$ cat src/rtl/odometer_meas_ctrl.sv
// ---------------------------------------------------------------------------
// odometer_meas_ctrl
//   Measurement sequencer for the odometer. A MEAS_REQ pulse raises
//   MEAS_STRESS, waits for the stressed oscillator to settle, counts
//   synchronized rising edges of ROSC_IN over a fixed gate window, then
//   raises MEAS_DONE so EN_ROSC is dropped before MEAS_STRESS falls. The
//   result is offered on COUNT/OVERFLOW with a COUNT_VALID/COUNT_ACK handshake.
//
// Ports
//   CLK          in   system clock
//   RESETn       in   asynchronous active-low reset
//   MEAS_REQ     in   one-cycle measurement request
//   ROSC_IN      in   divided ROSC output, asynchronous to CLK
//   COUNT_ACK    in   consumer accepts COUNT
//   MEAS_STRESS  out  measurement phase active (to power_enable)
//   MEAS_DONE    out  measurement finished, gates EN_ROSC off
//   BUSY         out  sequencer not idle
//   COUNT        out  rising-edge count of the last window
//   COUNT_VALID  out  COUNT holds an unacknowledged result
//   OVERFLOW     out  edge counter saturated in the last window
//
// state  | meaning
// -------+---------------------------------------------------------
// IDLE   | waiting for an acceptable MEAS_REQ
// SETTLE | MEAS_STRESS up, oscillator settling, edges ignored
// GATE   | gate window open, synchronized edges counted
// DONE   | MEAS_DONE up with MEAS_STRESS still up, result latched
// ---------------------------------------------------------------------------
module odometer_meas_ctrl #(
   parameter int CNT_W      = 16,
   parameter int WIN_CYC    = 1024,
   parameter int SETTLE_CYC = 16,
   parameter int DONE_CYC   = 2
) (
   input  logic             CLK,
   input  logic             RESETn,
   input  logic             MEAS_REQ,
   input  logic             ROSC_IN,
   input  logic             COUNT_ACK,
   output logic             MEAS_STRESS,
   output logic             MEAS_DONE,
   output logic             BUSY,
   output logic [CNT_W-1:0] COUNT,
   output logic             COUNT_VALID,
   output logic             OVERFLOW
);

   localparam int MAX_A   = (WIN_CYC > SETTLE_CYC) ? WIN_CYC : SETTLE_CYC;
   localparam int MAX_CYC = (MAX_A > DONE_CYC) ? MAX_A : DONE_CYC;
   localparam int TMR_W   = $clog2(MAX_CYC + 1);

   localparam logic [CNT_W-1:0] CNT_MAX = '1;

   typedef enum logic [1:0] {
      IDLE   = 2'd0,
      SETTLE = 2'd1,
      GATE   = 2'd2,
      DONE   = 2'd3
   } state_t;

   state_t             state_q;
   logic [TMR_W-1:0]   tmr_q;
   logic [CNT_W-1:0]   cnt_q,   cnt_d;
   logic               ovf_q,   ovf_d;
   logic               rosc_s1_q, rosc_s2_q, rosc_s3_q;
   logic               stress_q, done_q, busy_q, valid_q, overflow_q;
   logic [CNT_W-1:0]   count_q;
   logic               rosc_edge;
   logic               start;

   assign rosc_edge = rosc_s2_q & ~rosc_s3_q;

   // An ack in the same cycle as the request retires the old result, so the
   // request is only refused while a result is pending and not being taken.
   assign start = MEAS_REQ & (~valid_q | COUNT_ACK);

   // Next counter value including an edge seen this cycle; the window-close
   // transfer uses this so an edge in the last gate cycle is still counted.
   always_comb begin
      cnt_d = cnt_q;
      ovf_d = ovf_q;
      if ((state_q == GATE) && rosc_edge) begin
         if (cnt_q == CNT_MAX) begin
            ovf_d = 1'b1;
         end else begin
            cnt_d = cnt_q + 1'b1;
         end
      end
   end

   always_ff @(posedge CLK or negedge RESETn) begin
      if (!RESETn) begin
         state_q    <= IDLE;
         tmr_q      <= '0;
         cnt_q      <= '0;
         ovf_q      <= 1'b0;
         rosc_s1_q  <= 1'b0;
         rosc_s2_q  <= 1'b0;
         rosc_s3_q  <= 1'b0;
         stress_q   <= 1'b0;
         done_q     <= 1'b0;
         busy_q     <= 1'b0;
         valid_q    <= 1'b0;
         overflow_q <= 1'b0;
         count_q    <= '0;
      end else begin
         rosc_s1_q <= ROSC_IN;
         rosc_s2_q <= rosc_s1_q;
         rosc_s3_q <= rosc_s2_q;

         if (COUNT_ACK && valid_q) begin
            valid_q <= 1'b0;
         end

         case (state_q)
            IDLE: begin
               if (start) begin
                  state_q  <= SETTLE;
                  stress_q <= 1'b1;
                  busy_q   <= 1'b1;
                  cnt_q    <= '0;
                  ovf_q    <= 1'b0;
                  tmr_q    <= TMR_W'(SETTLE_CYC - 1);
               end
            end
            SETTLE: begin
               if (tmr_q == '0) begin
                  state_q <= GATE;
                  tmr_q   <= TMR_W'(WIN_CYC - 1);
               end else begin
                  tmr_q <= tmr_q - 1'b1;
               end
            end
            GATE: begin
               cnt_q <= cnt_d;
               ovf_q <= ovf_d;
               if (tmr_q == '0) begin
                  state_q    <= DONE;
                  done_q     <= 1'b1;
                  count_q    <= cnt_d;
                  overflow_q <= ovf_d;
                  valid_q    <= 1'b1;
                  tmr_q      <= TMR_W'(DONE_CYC - 1);
               end else begin
                  tmr_q <= tmr_q - 1'b1;
               end
            end
            DONE: begin
               if (tmr_q == '0) begin
                  state_q  <= IDLE;
                  stress_q <= 1'b0;
                  done_q   <= 1'b0;
                  busy_q   <= 1'b0;
               end else begin
                  tmr_q <= tmr_q - 1'b1;
               end
            end
            default: begin
               state_q <= IDLE;
            end
         endcase
      end
   end

   assign MEAS_STRESS = stress_q;
   assign MEAS_DONE   = done_q;
   assign BUSY        = busy_q;
   assign COUNT       = count_q;
   assign COUNT_VALID = valid_q;
   assign OVERFLOW    = overflow_q;

endmodule
$ cat config.mk
export PLATFORM = sky130hd
export DESIGN_NAME = odometer_meas_ctrl
export DESIGN_NICKNAME = d
export VERILOG_FILES = /design/src/rtl/odometer_meas_ctrl.sv
export SDC_FILE = /design/constraint.sdc
export NUM_CORES = 1
export LEC_CHECK = 0
export BUFFER_PORTS_ARGS = -buffer_cell sky130_fd_sc_hd__buf_4
export CAP_MARGIN = 20
export CORE_ASPECT_RATIO = 1.4
export CORE_MARGIN = 5
export CORE_UTILIZATION = 35
export CTS_CLUSTER_DIAMETER = 200
export DETAILED_ROUTE_END_ITERATION = 12
export MAX_ROUTING_LAYER = met4
export PLACE_DENSITY = 0.51
export SYNTH_ARGS = -nofsm -noshare
export SYNTH_HDL_FRONTEND = slang
export SYNTH_SLANG_ARGS = --single-unit
$ cat constraint.sdc
create_clock -name CLK -period 2.8 [get_ports CLK]
set_input_delay 0.14 -clock CLK [delete_from_list [all_inputs] [get_ports CLK]]
set_output_delay 0.14 -clock CLK [all_outputs]
set_load 0.02 [all_outputs]
== After elaboration in Yosys (flattened, before gate mapping) ==
Index checks and enable logic that the tools add are counted.
Word-level totals
  input bits: 5
  word-level logic and storage cells: 67
  flip-flop bits (word level): 53
Operators by class
  $add $sub $neg: 2
  reductions and logical operators: 13
  mux-type cells: 26
  eq/ne operators: 9
  bitwise operators: 5
Operator list (count)
  16-bit two-way mux: 3
  11-bit two-way mux: 4
  11-bit one-hot mux with 4 select lines: 1
  16-bit one-hot mux with 2 select lines: 1
  16-bit by 1-bit adder with 16-bit output, second input constant: 1
  16-bit equality test, second input constant: 1
  11-bit logical NOT: 1
  11-bit by 1-bit subtractor with 11-bit output, second input constant: 1
  1-bit two-way mux: 9
  2-bit two-way mux: 4
  2-bit inequality test, second input constant: 4
  2-bit one-hot mux with 4 select lines: 1
  1-bit one-hot mux with 2 select lines: 3
  2-bit AND reduction: 3
  3-bit AND reduction: 2
  2-bit nonzero test: 3
  2-bit equality test, second input constant: 2
  4-bit AND reduction: 1
  1-bit AND: 2
  2-bit by 1-bit equality test with 1-bit output, second input constant: 1
  1-bit logical AND: 2
  2-bit logical NOT: 1
  2-bit by 1-bit inequality test with 1-bit output, second input constant: 1
  1-bit NOT: 2
  1-bit bitwise OR: 1

== Logic depth before layout (Yosys ltp) ==
  word-level depth: 5
  depth in mapped cells: 10
  mapped depth without buffers: 7

== Least setup slack after synthesis ==
Ideal clock, no wire load.
  path type: reg-to-reg
  start: register state_q[0]
  end: register cnt_q[10]
  stages on the path, launching flop included: 8
  buffers on the path: 0
  library setup time: 0.121 ns
  path slack: 0.709 ns
  arrival time: 1.970 ns
  path through: dfrtp_1 -> inv_1 -> ha_1 -> and4b_1 -> nand4_1 -> nor3_1 -> o21ai_0 -> a22o_1
On the way
  word-level cells in the longest chain between the ends: 4
  elaborated cells between the ends (all ways): 8
  those cells by class: eq/ne (2); mux (2); reduce/logical (4)
RTL lines
  start: declaration: RTL line 61  | state_t state_q;
  start signal: assignment: RTL line 93  | state_q <= IDLE;
  start signal: assignment: RTL line 118  | state_q <= SETTLE;
  start signal: assignment: RTL line 128  | state_q <= GATE;
  2-bit equality test: RTL line 82, 115
  1-bit logical AND: RTL line 82  | if ((state_q == GATE) && rosc_edge) begin
  16-bit two-way mux: RTL line 82
  16-bit one-hot mux with 2 select lines: RTL line 115  | case (state_q)
  end signal: assignment: RTL line 135  | cnt_q <= cnt_d;
  end: declaration: RTL line 63  | logic [CNT_W-1:0] cnt_q, cnt_d;
Several ways; a longest one is shown, not always the timed one.
A chain may end at the register's enable or synchronous reset.

== Final worst setup path ==
Ends and elaborated chain as after synthesis.

==> results.json <==
{
  "syn_avg_cell_area_sq_um": 9.20,
  "rows": 39,
  "start_util_pct": 36.2,
  "fin_ws_ns": 0.466,
  "ys_types": 55,
  "holdPathStages": 3,
  "startpoint": "state_q[0]$_DFFE_PN0P_",
  "end_kind": "register",
  "fin_util_pct": 41.7,
  "finalWirelength_microns": 7320,
  "grt_pass1_vias": 2591,
  "cts_tree": "built",
  "p_total_uw": 1410,
  "io_buffers": 25,
  "vdd_drop_max_mv": 0.291,
  "pin_count": 26,
  "drv_slew": 0,
  "syn-cell-area_sq_um": 2980,
  "synth_ff_type": "dfrtp_1",
  "coreArea_sq_um": 8250,
  "area_growth_pct": 15.3,
  "track_usage_pct": 15.2,
  "min-delay-start": "COUNT_ACK",
  "synth_seq_cells": 53,
  "clk_path_buf_depth": 2,
  "place_ws_ns": 0.480,
  "p_leak_uw": 0.00150,
  "ant_nets": 0,
  "startpoint_type": "register",
  "die-area_sq_um": 10500,
  "root_buffer": "clkbuf_16",
  "vias_per_cell": 5.53,
  "drc": 0,
  "ys_seq_area_share_pct": 44.5,
  "rr_worst_depth": 7,
  "tightest_slew_ns": 1.02,
  "synth_fp_nets": 337,
  "syn_inst": 324,
  "cts_resized": 0,
  "crit_arrival_ns": 2.51,
  "die_y_microns": 119,
  "cts_buffers": 5,
  "die_x_microns": 88.0,
  "power_density_nw_per_um2": 411,
  "antenna_found_initial": 0,
  "min_to": "COUNT_VALID$_DFF_PN0_",
  "grt_pass1_wl_microns": 12300,
  "hold_class": "input port to register",
  "reg2reg_from": "state_q[0]$_DFFE_PN0P_",
  "ys.warnings.count": 0,
  "routedWlPerCell_microns": 16.3,
  "synth_top_area_cell": "dfrtp_1",
  "min_period_ns": 2.33,
  "crit_type": "register to register",
  "drv_cap": 0,
  "required_ns": 2.98,
  "final_hold_viol_count": 0,
  "fin_crit_sh_pct": 83.3,
  "reg2reg_to": "cnt_q[10]$_DFFE_PN0P_",
  "gp_congestion": 0.834,
  "drt_iter0_drc": 97,
  "clk_pin_slew_ns": 0.07,
  "maxSlewHeadroom_pct": 32.0,
  "gr-total-overflow": 0,
  "synth_edf_count": 0,
  "htreeDepth": 2,
  "dp.cells": 441,
  "tns_ns": 0,
  "rsz0062_at_grt": "no",
  "skew_ns": 0.00696,
  "ff2ff_setup_slack_ns": 0.47,
  "worstSkewPairLatency_ns": 0.29,
  "crit_fanout": 9,
  "vias": 2487,
  "final_nets": 361,
  "async_flop_share_pct": 100,
  "status": "finished clean",
  "drive_gt1_share_pct": 14.7,
  "finalSetupViolCount": 0,
  "fillers": 829,
  "antenna_cells": 0,
  "dp_hpwl_microns": 5270,
  "synthTopCellsByArea": "dfrtp_1 44%, o21ai_0 5.0%, a21oi_1 4.5%",
  "grt_max_degree": 54,
  "clock-sinks": 53,
  "synth_top_area_share_pct": 44.5,
  "fmax_ghz": 0.429,
  "drt_pre_antenna_iters": 4,
  "fin_cells": 450
}
area by class of cell:
class	count	area [sq um]	area share [%]
Sequential cell	53	1330	38.6
Multi-Input combinational cell	244	1540	44.9
Inverter	10	37.5	1.09
Timing Repair Buffer	34	260	7.57
Clock buffer	7	143	4.15
Tap cell	102	128	3.71
state kept, by name, summed over array words and instances, names as in the netlist:
name,flops
MEAS_DONE,1
state_q,2
OVERFLOW,1
COUNT_VALID,1
rosc_s1_q,1
BUSY,1
ovf_q,1
cnt_q,16
rosc_s2_q,1
rosc_s3_q,1
tmr_q,11
COUNT,16
per-layer routing:
layer / share of wire, % / global-route usage (%) / up-vias
met1: 41 / 16.7 / 1207
met2: 53 / 26.3 / 42
met3: 3.3 / 2.42 / 10
met5: 0 / - / -
met4: 2.3 / 6.81 / 0
li1: - / - / 1228
synthesized netlist by cell type (8+ instances only):
| cell type | instances |
|---|---|
| dfrtp_1 | 53 |
| nand2_1 | 32 |
| o21ai_0 | 30 |
| a21oi_1 | 27 |
| nor2_1 | 21 |
| clkbuf_1 | 12 |
| nand3_1 | 11 |
| nor3_1 | 11 |
| inv_1 | 10 |
| xnor2_1 | 10 |
| a31oi_1 | 8 |
| ha_1 | 8 |
stage by stage:
step	hold WS, ns	cell area (sq um)
6_report	0.174	3440
2_1_floorplan	-0.156	2980
5_1_grt	0.199	3440
3_5_place_dp	0.247	3270
3_3_place_gp	0.242	3270
4_1_cts	0.170	3440
timing repair:
| item | 4_1_cts | 5_1_grt |
|---|---|---|
| endpoints found under the hold margin | 54 | 0 |
| hold buffers | 2 | 0 |
| setup buffers | 0 | 0 |
worst max-delay path, stage by stage, from the launching register on:
cell and delay, ns:
dfrtp_1 0.41, inv_1 0.11, ha_1 0.27, and4b_1 0.31, nand4_1 0.32, nor3_1 0.44
o21ai_0 0.13, a22o_1 0.24
logic make-up (layout without fill, tap and decap cells):
| family | count (synthesis) | after routing | synth area share [%] |
|---|---|---|---|
| buf+inv | 27 | 51 | 3.78 |
| fa+ha+maj | 8 | 8 | 3.36 |
| mux | 3 | 3 | 1.09 |
| flops | 53 | 53 | 44.5 |
| xor+xnor | 10 | 10 | 2.94 |
| compound gates | 109 | 109 | 23.7 |
| simple gates | 114 | 114 | 20.7 |
worst max path at each step:
stage / end / slack (ns) / cells past startpoint
final: cnt_q[10]$_DFFE_PN0P_ / 0.47 / 7
after global routing: cnt_q[10]$_DFFE_PN0P_ / 0.17 / 7
after CTS: cnt_q[10]$_DFFE_PN0P_ / 0.47 / 7
after detailed placement: cnt_q[10]$_DFFE_PN0P_ / 0.48 / 7
after global placement: cnt_q[10]$_DFFE_PN0P_ / 0.54 / 7
after floorplan: cnt_q[10]$_DFFE_PN0P_ / 0.71 / 7
cells in the final DEF (no fill, tap or decap), types with 2 or more instances in the layout:
cell / count
dlygate4sd3_1: 2
o211ai_2: 3
dfrtp_1: 53
a21boi_0: 3
inv_1: 10
o22a_1: 3
nand3b_1: 2
nor4_2: 2
o21ai_0: 30
nor3_1: 11
nor2_1: 21
a21oi_1: 27
nor2b_1: 3
clkbuf_16: 5
and2_1: 3
buf_4: 32
ha_1: 8
or4_1: 4
o21ai_1: 2
nor4_1: 2
o31ai_1: 2
nand4_1: 4
nand3_1: 11
xnor2_1: 10
nand2_1: 32
and3_1: 5
o22ai_1: 3
a31oi_1: 8
a22o_1: 4
a21o_1: 4
o2bb2ai_1: 2
nand2b_1: 5
a211o_1: 3
o211ai_1: 5
mux2_2: 2
where the power goes:
part,switching [uW],total [uW],internal [uW],leakage (uW)
logic,16.9,23.5,6.54,0.000738
clock network,269,621,352,0.0000700
registers,1.06,769,767,0.000687
total,287,1410,1130,0.00150
No activity file was read; power rests on OpenSTA's default activity.
